<file path="src/rtl/qam_demap_pkg.sv">
`default_nettype none
// ============================================================================
// Module   : qam_demap_pkg
// Purpose  : Shared definitions for the QAM hard-decision demapper / packer:
//            constellation mode encodings, bits-per-symbol lookup, and the
//            widths of the packer accumulator and bit counter.
// Ports    : none (package)
// Config   : QAM_DEMAP_CLIP_CNT_EN is consumed by qam_demap_pack and
//            qam_slice_axis, not by this package.
// Revision : 1.0  initial release
// ============================================================================
package qam_demap_pkg;

  typedef enum logic [1:0] {
    MODE_QPSK = 2'd0,
    MODE_16   = 2'd1,
    MODE_64   = 2'd2,
    MODE_RSVD = 2'd3
  } qam_mode_e;

  // Largest symbol (64-QAM) carries six bits.
  localparam int MAX_BITS = 6;
  // Up to 7 leftover bits plus one 6-bit symbol.
  localparam int ACC_W    = 13;
  localparam int CNT_W    = 4;

  // Map the raw mode input onto a supported constellation; the reserved
  // code decodes as QPSK.
  function automatic qam_mode_e to_mode(input logic [1:0] m);
    case (m)
      2'd1:    return MODE_16;
      2'd2:    return MODE_64;
      default: return MODE_QPSK;
    endcase
  endfunction

  // Bits produced per symbol for a (supported) mode.
  function automatic logic [2:0] nb_of(input qam_mode_e m);
    case (m)
      MODE_16: return 3'd4;
      MODE_64: return 3'd6;
      default: return 3'd2;
    endcase
  endfunction

endpackage : qam_demap_pkg
`default_nettype wire

</file>
<file path="src/rtl/qam_slice_axis.sv">
`default_nettype none
// ============================================================================
// Module   : qam_slice_axis
// Purpose  : Combinational hard-decision slicer for one axis (I or Q).
//            Produces the sign bit and the Gray-coded magnitude bits.
// Ports    : a_i     signed axis sample (DW bits)
//            is64_i  1 = 64-QAM thresholds, 0 = QPSK/16-QAM thresholds
//            s_o     a >= 0
//            m1_o    |a| >= THR (16-QAM) or |a| >= 2*THR (64-QAM)
//            m2_o    THR <= |a| < 3*THR (only meaningful for 64-QAM)
//            clip_o  |a| at/over outer limit (only with QAM_DEMAP_CLIP_CNT_EN)
// Config   : QAM_DEMAP_CLIP_CNT_EN adds the clip_o output.
// Revision : 1.0  initial release
// ============================================================================
module qam_slice_axis #(
  parameter int DW  = 11,
  parameter int THR = 4
) (
  input  logic [DW-1:0] a_i,
  input  logic          is64_i,
  output logic          s_o,
  output logic          m1_o,
  output logic          m2_o
`ifdef QAM_DEMAP_CLIP_CNT_EN
  ,
  output logic          clip_o
`endif
);

  localparam logic [DW:0] C_T1 = (DW+1)'(THR);
  localparam logic [DW:0] C_T2 = (DW+1)'(2*THR);
  localparam logic [DW:0] C_T3 = (DW+1)'(3*THR);

  logic [DW:0] ext;
  logic [DW:0] mag;

  // One extra bit so that |most negative| is representable.
  assign ext = {a_i[DW-1], a_i};
  assign mag = a_i[DW-1] ? (~ext + {{DW{1'b0}}, 1'b1}) : ext;

  assign s_o  = ~a_i[DW-1];
  assign m1_o = is64_i ? (mag >= C_T2) : (mag >= C_T1);
  assign m2_o = (mag >= C_T1) && (mag < C_T3);

`ifdef QAM_DEMAP_CLIP_CNT_EN
  localparam logic [DW:0] C_T4 = (DW+1)'(4*THR);
  assign clip_o = is64_i ? (mag >= C_T4) : (mag >= C_T2);
`endif

endmodule : qam_slice_axis
`default_nettype wire

</file>
<file path="src/rtl/qam_demap_pack.sv">
`default_nettype none
// ============================================================================
// Module   : qam_demap_pack
// Purpose  : Hard-decision QAM demapper (QPSK / 16-QAM / 64-QAM, chosen per
//            frame) followed by an MSB-first byte packer with valid/ready
//            flow control and end-of-frame flush.
// Ports    : CLK, RST          clock; asynchronous active-low reset
//            mode_i            0=QPSK 1=16QAM 2=64QAM 3=QPSK, latched on the
//                              first symbol of each frame
//            valid_i/ready_o   symbol handshake; last_i ends a frame
//            ar, ai            signed I/Q samples (DW bits)
//            valid_o/ready_i   byte handshake
//            byte_o, last_o    packed byte (first bit in bit 7), frame end
//            clip_cnt_o        saturating clip counter (optional)
// Config   : define QAM_DEMAP_CLIP_CNT_EN to build the clip counter; when
//            undefined clip_cnt_o is tied to zero.
// Revision : 1.0  initial release
// ============================================================================
module qam_demap_pack
  import qam_demap_pkg::*;
#(
  parameter int DW  = 11,
  parameter int THR = 4,
  parameter int CW  = 16
) (
  input  logic          CLK,
  input  logic          RST,
  input  logic [1:0]    mode_i,
  input  logic          valid_i,
  output logic          ready_o,
  input  logic          last_i,
  input  logic [DW-1:0] ar,
  input  logic [DW-1:0] ai,
  output logic          valid_o,
  input  logic          ready_i,
  output logic [7:0]    byte_o,
  output logic          last_o,
  output logic [CW-1:0] clip_cnt_o
);

  // ---------------------------------------------------------------- mode
  qam_mode_e mode_q;
  logic      first_q;   // next accepted symbol opens a new frame
  qam_mode_e mode_eff;
  logic      accept;

  assign mode_eff = first_q ? to_mode(mode_i) : mode_q;
  assign accept   = valid_i && ready_o;

  // ---------------------------------------------------------------- slicers
  logic sI, sQ, m1I, m1Q, m2I, m2Q;
  logic is64;

  assign is64 = (mode_eff == MODE_64);

`ifdef QAM_DEMAP_CLIP_CNT_EN
  logic clipI, clipQ;
`endif

  qam_slice_axis #(.DW(DW), .THR(THR)) u_slice_i (
    .a_i    (ar),
    .is64_i (is64),
    .s_o    (sI),
    .m1_o   (m1I),
    .m2_o   (m2I)
`ifdef QAM_DEMAP_CLIP_CNT_EN
    ,
    .clip_o (clipI)
`endif
  );

  qam_slice_axis #(.DW(DW), .THR(THR)) u_slice_q (
    .a_i    (ai),
    .is64_i (is64),
    .s_o    (sQ),
    .m1_o   (m1Q),
    .m2_o   (m2Q)
`ifdef QAM_DEMAP_CLIP_CNT_EN
    ,
    .clip_o (clipQ)
`endif
  );

  // Symbol bits left-aligned in MAX_BITS, first decided bit at the top.
  logic [MAX_BITS-1:0] sym_bits;

  always_comb begin
    sym_bits = '0;
    case (mode_eff)
      MODE_16: sym_bits = {sI, sQ, m1I, m1Q, 2'b00};
      MODE_64: sym_bits = {sI, sQ, m1I, m1Q, m2I, m2Q};
      default: sym_bits = {sI, sQ, 4'b0000};
    endcase
  end

  // ---------------------------------------------------------------- stage 1
  logic                s1_valid_q;
  logic [MAX_BITS-1:0] s1_bits_q;
  logic [2:0]          s1_nb_q;
  logic                s1_last_q;
  logic                append;

  assign ready_o = !s1_valid_q || append;

  always_ff @(posedge CLK or negedge RST) begin
    if (!RST) begin
      s1_valid_q <= 1'b0;
      s1_bits_q  <= '0;
      s1_nb_q    <= 3'd0;
      s1_last_q  <= 1'b0;
      mode_q     <= MODE_QPSK;
      first_q    <= 1'b1;
    end else begin
      if (accept) begin
        s1_valid_q <= 1'b1;
        s1_bits_q  <= sym_bits;
        s1_nb_q    <= nb_of(mode_eff);
        s1_last_q  <= last_i;
        mode_q     <= mode_eff;
        first_q    <= last_i;
      end else if (append) begin
        s1_valid_q <= 1'b0;
      end
    end
  end

  // ---------------------------------------------------------------- stage 2
  // Accumulator is MSB-aligned: valid bits occupy acc_q[ACC_W-1 -: cnt_q],
  // everything below is kept zero so a flush byte is padded for free.
  logic [ACC_W-1:0] acc_q, acc_d, acc_pop, ins;
  logic [CNT_W-1:0] cnt_q, cnt_d, cnt_pop;
  logic             lp_q, lp_d, lp_pop;   // frame's last symbol is in acc
  logic             out_valid, out_last, pop;

  assign out_valid = (cnt_q >= 4'd8) || (lp_q && (cnt_q != 4'd0));
  // With the final symbol buffered, the byte is the last one once no more
  // than eight bits remain (exactly 8 = full final byte, <8 = padded).
  assign out_last  = lp_q && (cnt_q != 4'd0) && (cnt_q <= 4'd8);
  assign pop       = out_valid && ready_i;
  assign ins       = {s1_bits_q, {(ACC_W-MAX_BITS){1'b0}}};

  always_comb begin
    acc_pop = acc_q;
    cnt_pop = cnt_q;
    lp_pop  = lp_q;
    if (pop) begin
      acc_pop = acc_q << 8;
      cnt_pop = (cnt_q >= 4'd8) ? (cnt_q - 4'd8) : 4'd0;
      if (out_last) lp_pop = 1'b0;
    end
    // Appending is judged on the post-pop state so a byte leaving and a
    // symbol entering can share a cycle (full rate even for 64-QAM).
    append = s1_valid_q && (cnt_pop < 4'd8) && !lp_pop;
    acc_d  = acc_pop;
    cnt_d  = cnt_pop;
    lp_d   = lp_pop;
    if (append) begin
      acc_d = acc_pop | (ins >> cnt_pop);
      cnt_d = cnt_pop + {1'b0, s1_nb_q};
      lp_d  = s1_last_q;
    end
  end

  always_ff @(posedge CLK or negedge RST) begin
    if (!RST) begin
      acc_q <= '0;
      cnt_q <= '0;
      lp_q  <= 1'b0;
    end else begin
      acc_q <= acc_d;
      cnt_q <= cnt_d;
      lp_q  <= lp_d;
    end
  end

  assign valid_o = out_valid;
  assign last_o  = out_last;
  assign byte_o  = acc_q[ACC_W-1 -: 8];

  // ---------------------------------------------------------------- clip
`ifdef QAM_DEMAP_CLIP_CNT_EN
  logic [CW-1:0] clip_q;

  always_ff @(posedge CLK or negedge RST) begin
    if (!RST) begin
      clip_q <= '0;
    end else if (accept && (clipI || clipQ) && (clip_q != {CW{1'b1}})) begin
      clip_q <= clip_q + {{(CW-1){1'b0}}, 1'b1};
    end
  end

  assign clip_cnt_o = clip_q;
`else
  assign clip_cnt_o = '0;
`endif

endmodule : qam_demap_pack
`default_nettype wire

</file>
<file path="config.mk">
export PLATFORM = sky130hd
export DESIGN_NAME = qam_demap_pack
export DESIGN_NICKNAME = d
export VERILOG_FILES = /design/src/rtl/qam_demap_pkg.sv /design/src/rtl/qam_slice_axis.sv /design/src/rtl/qam_demap_pack.sv
export SDC_FILE = /design/constraint.sdc
export NUM_CORES = 1
export LEC_CHECK = 0
export CAP_MARGIN = 0
export CORE_ASPECT_RATIO = 1.5
export CORE_MARGIN = 4
export CORE_UTILIZATION = 50
export DETAILED_ROUTE_END_ITERATION = 16
export GPL_TIMING_DRIVEN = 0
export PLACE_DENSITY = 0.86
export SETUP_SLACK_MARGIN = 0.4
export SYNTH_ARGS = -nofsm -noshare
export SYNTH_HDL_FRONTEND = slang
export SYNTH_HIERARCHICAL = 1
export SYNTH_SLANG_ARGS = --single-unit
</file>
<file path="constraint.sdc">
create_clock -name CLK -period 3.05 [get_ports CLK]
set_input_delay 0.61 -clock CLK [delete_from_list [all_inputs] [get_ports CLK]]
set_output_delay 0.61 -clock CLK [all_outputs]
set_load 0.02 [all_outputs]
</file>
==> results.json, run 1 <==
{
  "layout_commonest_cell": "clkdlybuf4s50_1",
  "syn_avg_cell_area_um2": 9.07,
  "hold_buffers": 0,
  "dpl_cell_area_um2": 2950,
  "synth_enable_flop_cells": 0,
  "fin_area_um2": 3130,
  "final.period_utilization": 0.843,
  "place_congestion": 0.817,
  "numCtsBuffers": 5,
  "floorplan.die_area_um2": 6080,
  "synth_top_area_cell": "dfrtp_1",
  "drt_wl_total_um": 5220,
  "detail_route.wl_per_cell_um": 13.1,
  "crit_chain": "buf_6, o31a_1, or2_2, clkdlybuf4s50_1",
  "wire_length_of_the_first_global_routing_pass_um": 8860,
  "maxCapViolations": 0,
  "placement.io_buffers": 37,
  "synth_async_sr_flop_share": 1.00,
  "layout-area-overhead-vs-synth_pct": 28.3,
  "synth_top_flop_cell": "dfrtp_1",
  "layout.filler_cells": 387,
  "layout_setup_ws_ns": 0.480,
  "fin_tns_setup_ns": 0,
  "initial_core_util": 0.528,
  "worst_path_largest_cell_delay_ns": 0.54,
  "syn_inst": 269,
  "antenna_found_initial": 0,
  "final_net_count": 372,
  "crit_path_max_fanout": 7,
  "detail_route.iter0.violations": 149,
  "ys_warn_count": 6,
  "arrival_ns": 1.96,
  "layout.cells.most_common_list": "clkdlybuf4s50_1 (34), buf_4 (30), dfrtp_1 (30)",
  "number_of_vias_after_detailed_routing": 2120,
  "maximum_number_of_pins_on_one_net_before_global_route_repair": 32,
  "synth.top_cell.area_share": 0.308,
  "grt_use_total": 0.181,
  "clock_tree.htree_level_count": 2,
  "worst_vdd_rail_ir_drop_v": 0.000333,
  "dp.final_hpwl_um": 4010,
  "detail_route.vias_per_cell": 5.31,
  "setup_viol": 0,
  "placement_rows": 30,
  "finalCriticalPeriod_ns": 2.57,
  "p_total_mw": 2.48,
  "timing.critical_path.required_ns": 2.44,
  "cellPowerDensity_nw_per_um2": 792,
  "root_buffer": "clkbuf_8",
  "diodes": 0,
  "clk_transition_reported_paths_ns": 0.07,
  "fp.dieH_um": 93.5,
  "status": "finished clean",
  "clock_sink_count": 31,
  "setup.worst_path.end_class": "primary output",
  "yosys.cell_types.count": 60,
  "critical-path-top-delay-family": "buffers and inverters",
  "synth.cell_area_um2": 2440,
  "i_o_pin_count": 56,
  "tritoncts_clock_tree": "built",
  "synth.area.top_cells": "dfrtp_1 (31%), buf_4 (7.4%), mux2i_1 (6.2%)",
  "post-route-drc-count": 0,
  "layout_cells_sized_above_1": 0.194,
  "cts_max_path_buffers": 2,
  "worstPathBufferInverterCount": 2,
  "sequential_cell_area_um2": 777,
  "timing.final.hold_violations": 0,
  "die_w_um": 65.0,
  "tightest_slew_ns": 0.654,
  "timing.clock.skew_ns": 0.00515,
  "drt_first_pass_iters": 5,
  "dp_worst_setup_slack_ns": -0.145,
  "fin_cells": 399,
  "worstSetupPathType": "reg2out",
  "clock.fmax_ghz": 0.389,
  "report.final.slew_viol_count": 0,
  "critical_path.slowest_cell": "clkdlybuf4s50_1",
  "grt_setup_unrepaired": "yes",
  "postSynthRegisterBits": 31,
  "timing.slew.headroom": 0.564,
  "critical_path.startpoint_type": "flop",
  "hp-class": "in2async",
  "clk-insertion-delay-late_ns": 0.28,
  "cellLeakagePower_nw": 1.44,
  "floorplan.core_area_um2": 4620,
  "globalRoute.totalOverflow": 0,
  "vias_in_the_first_global_route": 2144,
  "sequential_area_share_after_synthesis": 0.319,
  "multi_input_comb_area_um2": 1410,
  "ant_nets": 0,
  "dpl.cell_count": 385
}
==> routing by layer <==
layer  part of all wire  track usage  vias to the layer above  routed length, µm
met4              0.026       0.0882                        0                135
li1                   -            -                     1050                  -
met2               0.56        0.353                       65               2910
met1               0.37        0.176                      994               1910
met5                  0            0                        -                  0
met3              0.050       0.0325                       11                260
==> final timing paths <==
| kind | from | endpoint | slack, ns | cells after the start |
|---|---|---|---|---|
| setup / recovery | cnt_q[0] | valid_o | 0.48 | 4 |
| hold / removal | RST | cnt_q[3] | 0.35 | 1 |
| hold reg to reg | acc_q[0] | acc_q[0] | 0.49 | 2 |
| setup reg to reg | cnt_q[3] | cnt_q[3] | 0.69 | 10 |
| min in group CLK | acc_q[0] | acc_q[0] | 0.49 | 2 |
| max in group asynchronous | RST | s1_bits_q[4] | 2.27 | 1 |
==> repair_timing <==
item | CTS | global route
endpoints found under the setup margin | 3 | 3
pin swaps | 2 | 0
gates resized for setup | 8 | 2
buffers inserted | 2 | 4
==> per-stage QoR <==
stage | util | hold slack (ns)
2_1_floorplan | - | 0.314
3_3_place_gp | 0.638 | 0.463
3_5_place_dp | 0.638 | 0.480
4_1_cts | 0.672 | 0.494
5_1_grt | 0.678 | 0.418
6_report | 0.678 | 0.352
==> cells by family (layout without fill, tap and decap cells) <==
family	after synthesis	count (layout)	share of synthesized area
AND/OR/NAND/NOR	80	80	0.178
AO/OA/AOI/OAI	60	60	0.187
buffers and inverters	58	109	0.135
flip-flops	31	31	0.319
multiplexers	21	21	0.0985
adder cells (fa/ha/maj)	9	9	0.0493
XOR/XNOR	9	9	0.0323
other	1	16	0.00154
==> where the power goes <==
part / internal [mW] / leakage [nW] / total [mW] / switching [mW]
Combinational: 0.666 / 0.985 / 1.38 / 0.715
Clock: 0.264 / 0.0612 / 0.415 / 0.151
Sequential: 0.561 / 0.395 / 0.681 / 0.120
==> cell type report <==
| type | instances | area share |
|---|---|---|
| Clock inverter | 2 | 0.0112 |
| Clock buffer | 6 | 0.0264 |
| Buffer | 37 | 0.0804 |
| Sequential cell | 31 | 0.248 |
| Tap cell | 64 | 0.0256 |
| Timing Repair Buffer | 43 | 0.131 |
| Multi-Input combinational cell | 195 | 0.452 |
| Inverter | 21 | 0.0252 |
==> cells in the mapped netlist, drive strengths merged (4+ instances only) <==
cell / count
buf: 31
clkbuf: 6
dfrtp: 30
ha: 8
inv: 21
mux2: 5
mux2i: 15
nand2: 26
nand2b: 4
nand3: 4
nand3b: 5
nor2: 12
nor2b: 5
nor4: 5
o21ai: 22
o221ai: 4
o31ai: 4
xnor2: 5
xor2: 4
==> state kept, by name (all words and copies together) (netlist names) <==
register / count
first_q: 1
s1_valid_q: 1
s1_bits_q: 6
lp_q: 1
s1_nb_q: 2
mode_q: 2
cnt_q: 4
s1_last_q: 1
acc_q: 13
No activity file was read; power rests on OpenSTA's default activity.
==> run 2: changes to the inputs <==
- CORE_UTILIZATION: 50 -> 46
- PLACE_DENSITY: 0.86 -> 0.83
- clock period: 3.05 -> 2.3 ns (I/O delays scaled with it)
==> run 2 against run 1 <==
Power rose by 41%; clock-buffer cell count is 2 higher; hold slack got worse by 0.15 ns; first-iteration DRC count down 31%; final cell count grew 2.8%; critical path type unchanged; critical endpoint is now ready_o.
==> results.json, run 2 (synthesis results as in run 1) <==
{
  "status": "finished clean",
  "floorplan.core_area_um2": 5120,
  "clk-insertion-delay-late_ns": 0.29,
  "sequentialPowerShare": 0.264,
  "timing.critical_path.required_ns": 1.84,
  "netSwitchingFraction": 0.400,
  "number_of_vias_after_detailed_routing": 2173,
  "i_o_pin_count": 56,
  "hp-class": "in2async",
  "maximum_number_of_pins_on_one_net_before_global_route_repair": 32,
  "timing.clock.skew_ns": 0.00665,
  "grt_use_total": 0.174,
  "worstSetupPathType": "reg2out",
  "root_buffer": "clkbuf_8",
  "layout.filler_cells": 453,
  "number_of_flip_flops_under_the_largest_register_name": 13,
  "layout_setup_ws_ns": 0.208,
  "worst_vdd_rail_ir_drop_v": 0.000456,
  "post-route-drc-count": 0,
  "globalRoute.totalOverflow": 0,
  "cellLeakagePower_nw": 1.51,
  "clock.fmax_ghz": 0.478,
  "vias_in_the_first_global_route": 2112,
  "setup.worst_path.end_class": "primary output",
  "crit_chain": "buf_6, o31a_1, a221oi_4, nand2_2, nand2_2, buf_6",
  "regMostFlops": "acc_q",
  "whs_ns": 0.201,
  "setup_viol": 0,
  "cellPowerDensity_nw_per_um2": 1070,
  "p_switching_mw": 1.40,
  "timing.slew.headroom": 0.553,
  "tritoncts_clock_tree": "built",
  "dp.final_hpwl_um": 4050,
  "ant_nets": 0,
  "finalCriticalPeriod_ns": 2.09,
  "worst_path_largest_cell_delay_ns": 0.37,
  "layout.cells.most_common_list": "buf_4 (38), dfrtp_1 (28), clkdlybuf4s50_1 (28)",
  "antenna_found_initial": 0,
  "maxCapViolations": 0,
  "largest_registers": "acc_q x13, s1_bits_q x6, cnt_q x4",
  "diodes": 0,
  "hold_buffers": 0,
  "dp_worst_setup_slack_ns": -0.583,
  "final.period_utilization": 0.910,
  "crit_path_max_fanout": 7,
  "arrival_ns": 1.63,
  "layout_cells_sized_above_1": 0.281,
  "clock_sink_count": 31,
  "combPwrFrac": 0.602,
  "numCtsBuffers": 5,
  "drt_wl_total_um": 5530,
  "tightest_slew_ns": 0.670,
  "report.final.slew_viol_count": 0,
  "clk_transition_reported_paths_ns": 0.06,
  "detail_route.iter0.violations": 103,
  "finalCoreUtilization": 0.637,
  "detail_route.wl_per_cell_um": 13.5,
  "placement_rows": 32,
  "layout-area-overhead-vs-synth_pct": 33.8,
  "final_net_count": 379,
  "drt_first_pass_iters": 4,
  "placement.io_buffers": 37,
  "place_congestion": 0.861,
  "internal_power_mw": 2.09,
  "floorplan.die_area_um2": 6550,
  "initial_core_util": 0.476,
  "detail_route.vias_per_cell": 5.30,
  "timing.final.hold_violations": 0,
  "wire_length_of_the_first_global_routing_pass_um": 8870,
  "clock_tree.htree_level_count": 2,
  "layout_commonest_cell": "buf_4",
  "die_w_um": 67.5,
  "critical_path.slowest_cell": "dfrtp_1",
  "cts_max_path_buffers": 2,
  "fp.dieH_um": 97.2,
  "share_of_total_power_in_the_clock_network": 0.134,
  "grt_setup_unrepaired": "yes",
  "critical_path.startpoint_type": "flop"
}
-- run 2: final cells by class --
class	instances	area, µm²	area share
Buffer	37	309	0.0947
Clock buffer	8	100	0.0307
Sequential cell	31	779	0.239
Multi-Input combinational cell	195	1470	0.450
Tap cell	68	85.1	0.0261
Timing Repair Buffer	50	442	0.135
Inverter	21	78.8	0.0242
-- run 2: path summary, 6_finish.rpt --
kind	from	to	slack, ns	depth (start not counted)
max in group asynchronous	RST	cnt_q[1]	1.62	1
max reg2reg	cnt_q[0]	s1_bits_q[5]	0.31	7
min reg2reg	acc_q[6]	acc_q[6]	0.49	2
min	RST	cnt_q[2]	0.20	1
max	cnt_q[0]	ready_o	0.21	6
min in group CLK	acc_q[6]	acc_q[6]	0.49	2
-- run 2: metal layers --
metal | wire (µm) | share of wire | up-vias | global-route usage
li1 | - | - | 1065 | -
met1 | 1970 | 0.36 | 1011 | 0.174
met2 | 3130 | 0.57 | 82 | 0.323
met3 | 264 | 0.048 | 15 | 0.0243
met4 | 170 | 0.031 | 0 | 0.0969
met5 | 0 | 0 | - | 0
-- run 2: critical path: cells and delay by family, from the launching register on --
| kind | cells | cell delay [ns] |
|---|---|---|
| DFF | 1 | 0.37 |
| AOI/OAI and AO/OA | 2 | 0.56 |
| buffers and inverters | 2 | 0.25 |
| and+or+nand+nor | 2 | 0.16 |
-- run 2: what timing repair did --
| action | in CTS | in global routing |
|---|---|---|
| pin swaps | 7 | 6 |
| setup endpoints to repair | 20 | 24 |
| resized for setup | 42 | 25 |
| gates cloned | 0 | 0 |
| setup buffers | 10 | 3 |
-- run 2: power by group through the flow --
stage               logic [mW]  clock network [mW]  registers (mW)
global placement          1.70                   0           0.897
detailed placement        1.75                   0           0.906
global route              2.28               0.508           0.946
CTS                       2.00               0.474           0.907
finish                    2.10               0.469           0.921
floorplan                 1.28                   0           0.859
-- run 2: per-stage QoR --
stage	instance area (µm²)	cells	power, mW	setup TNS [ns]
final	3260	410	3.49	0
after CTS	3230	407	3.38	0
after global routing	3260	410	3.73	0
after floorplan	2530	284	2.14	0
after detailed placement	2990	389	2.66	-2.55
after global placement	2990	389	2.60	-2.00
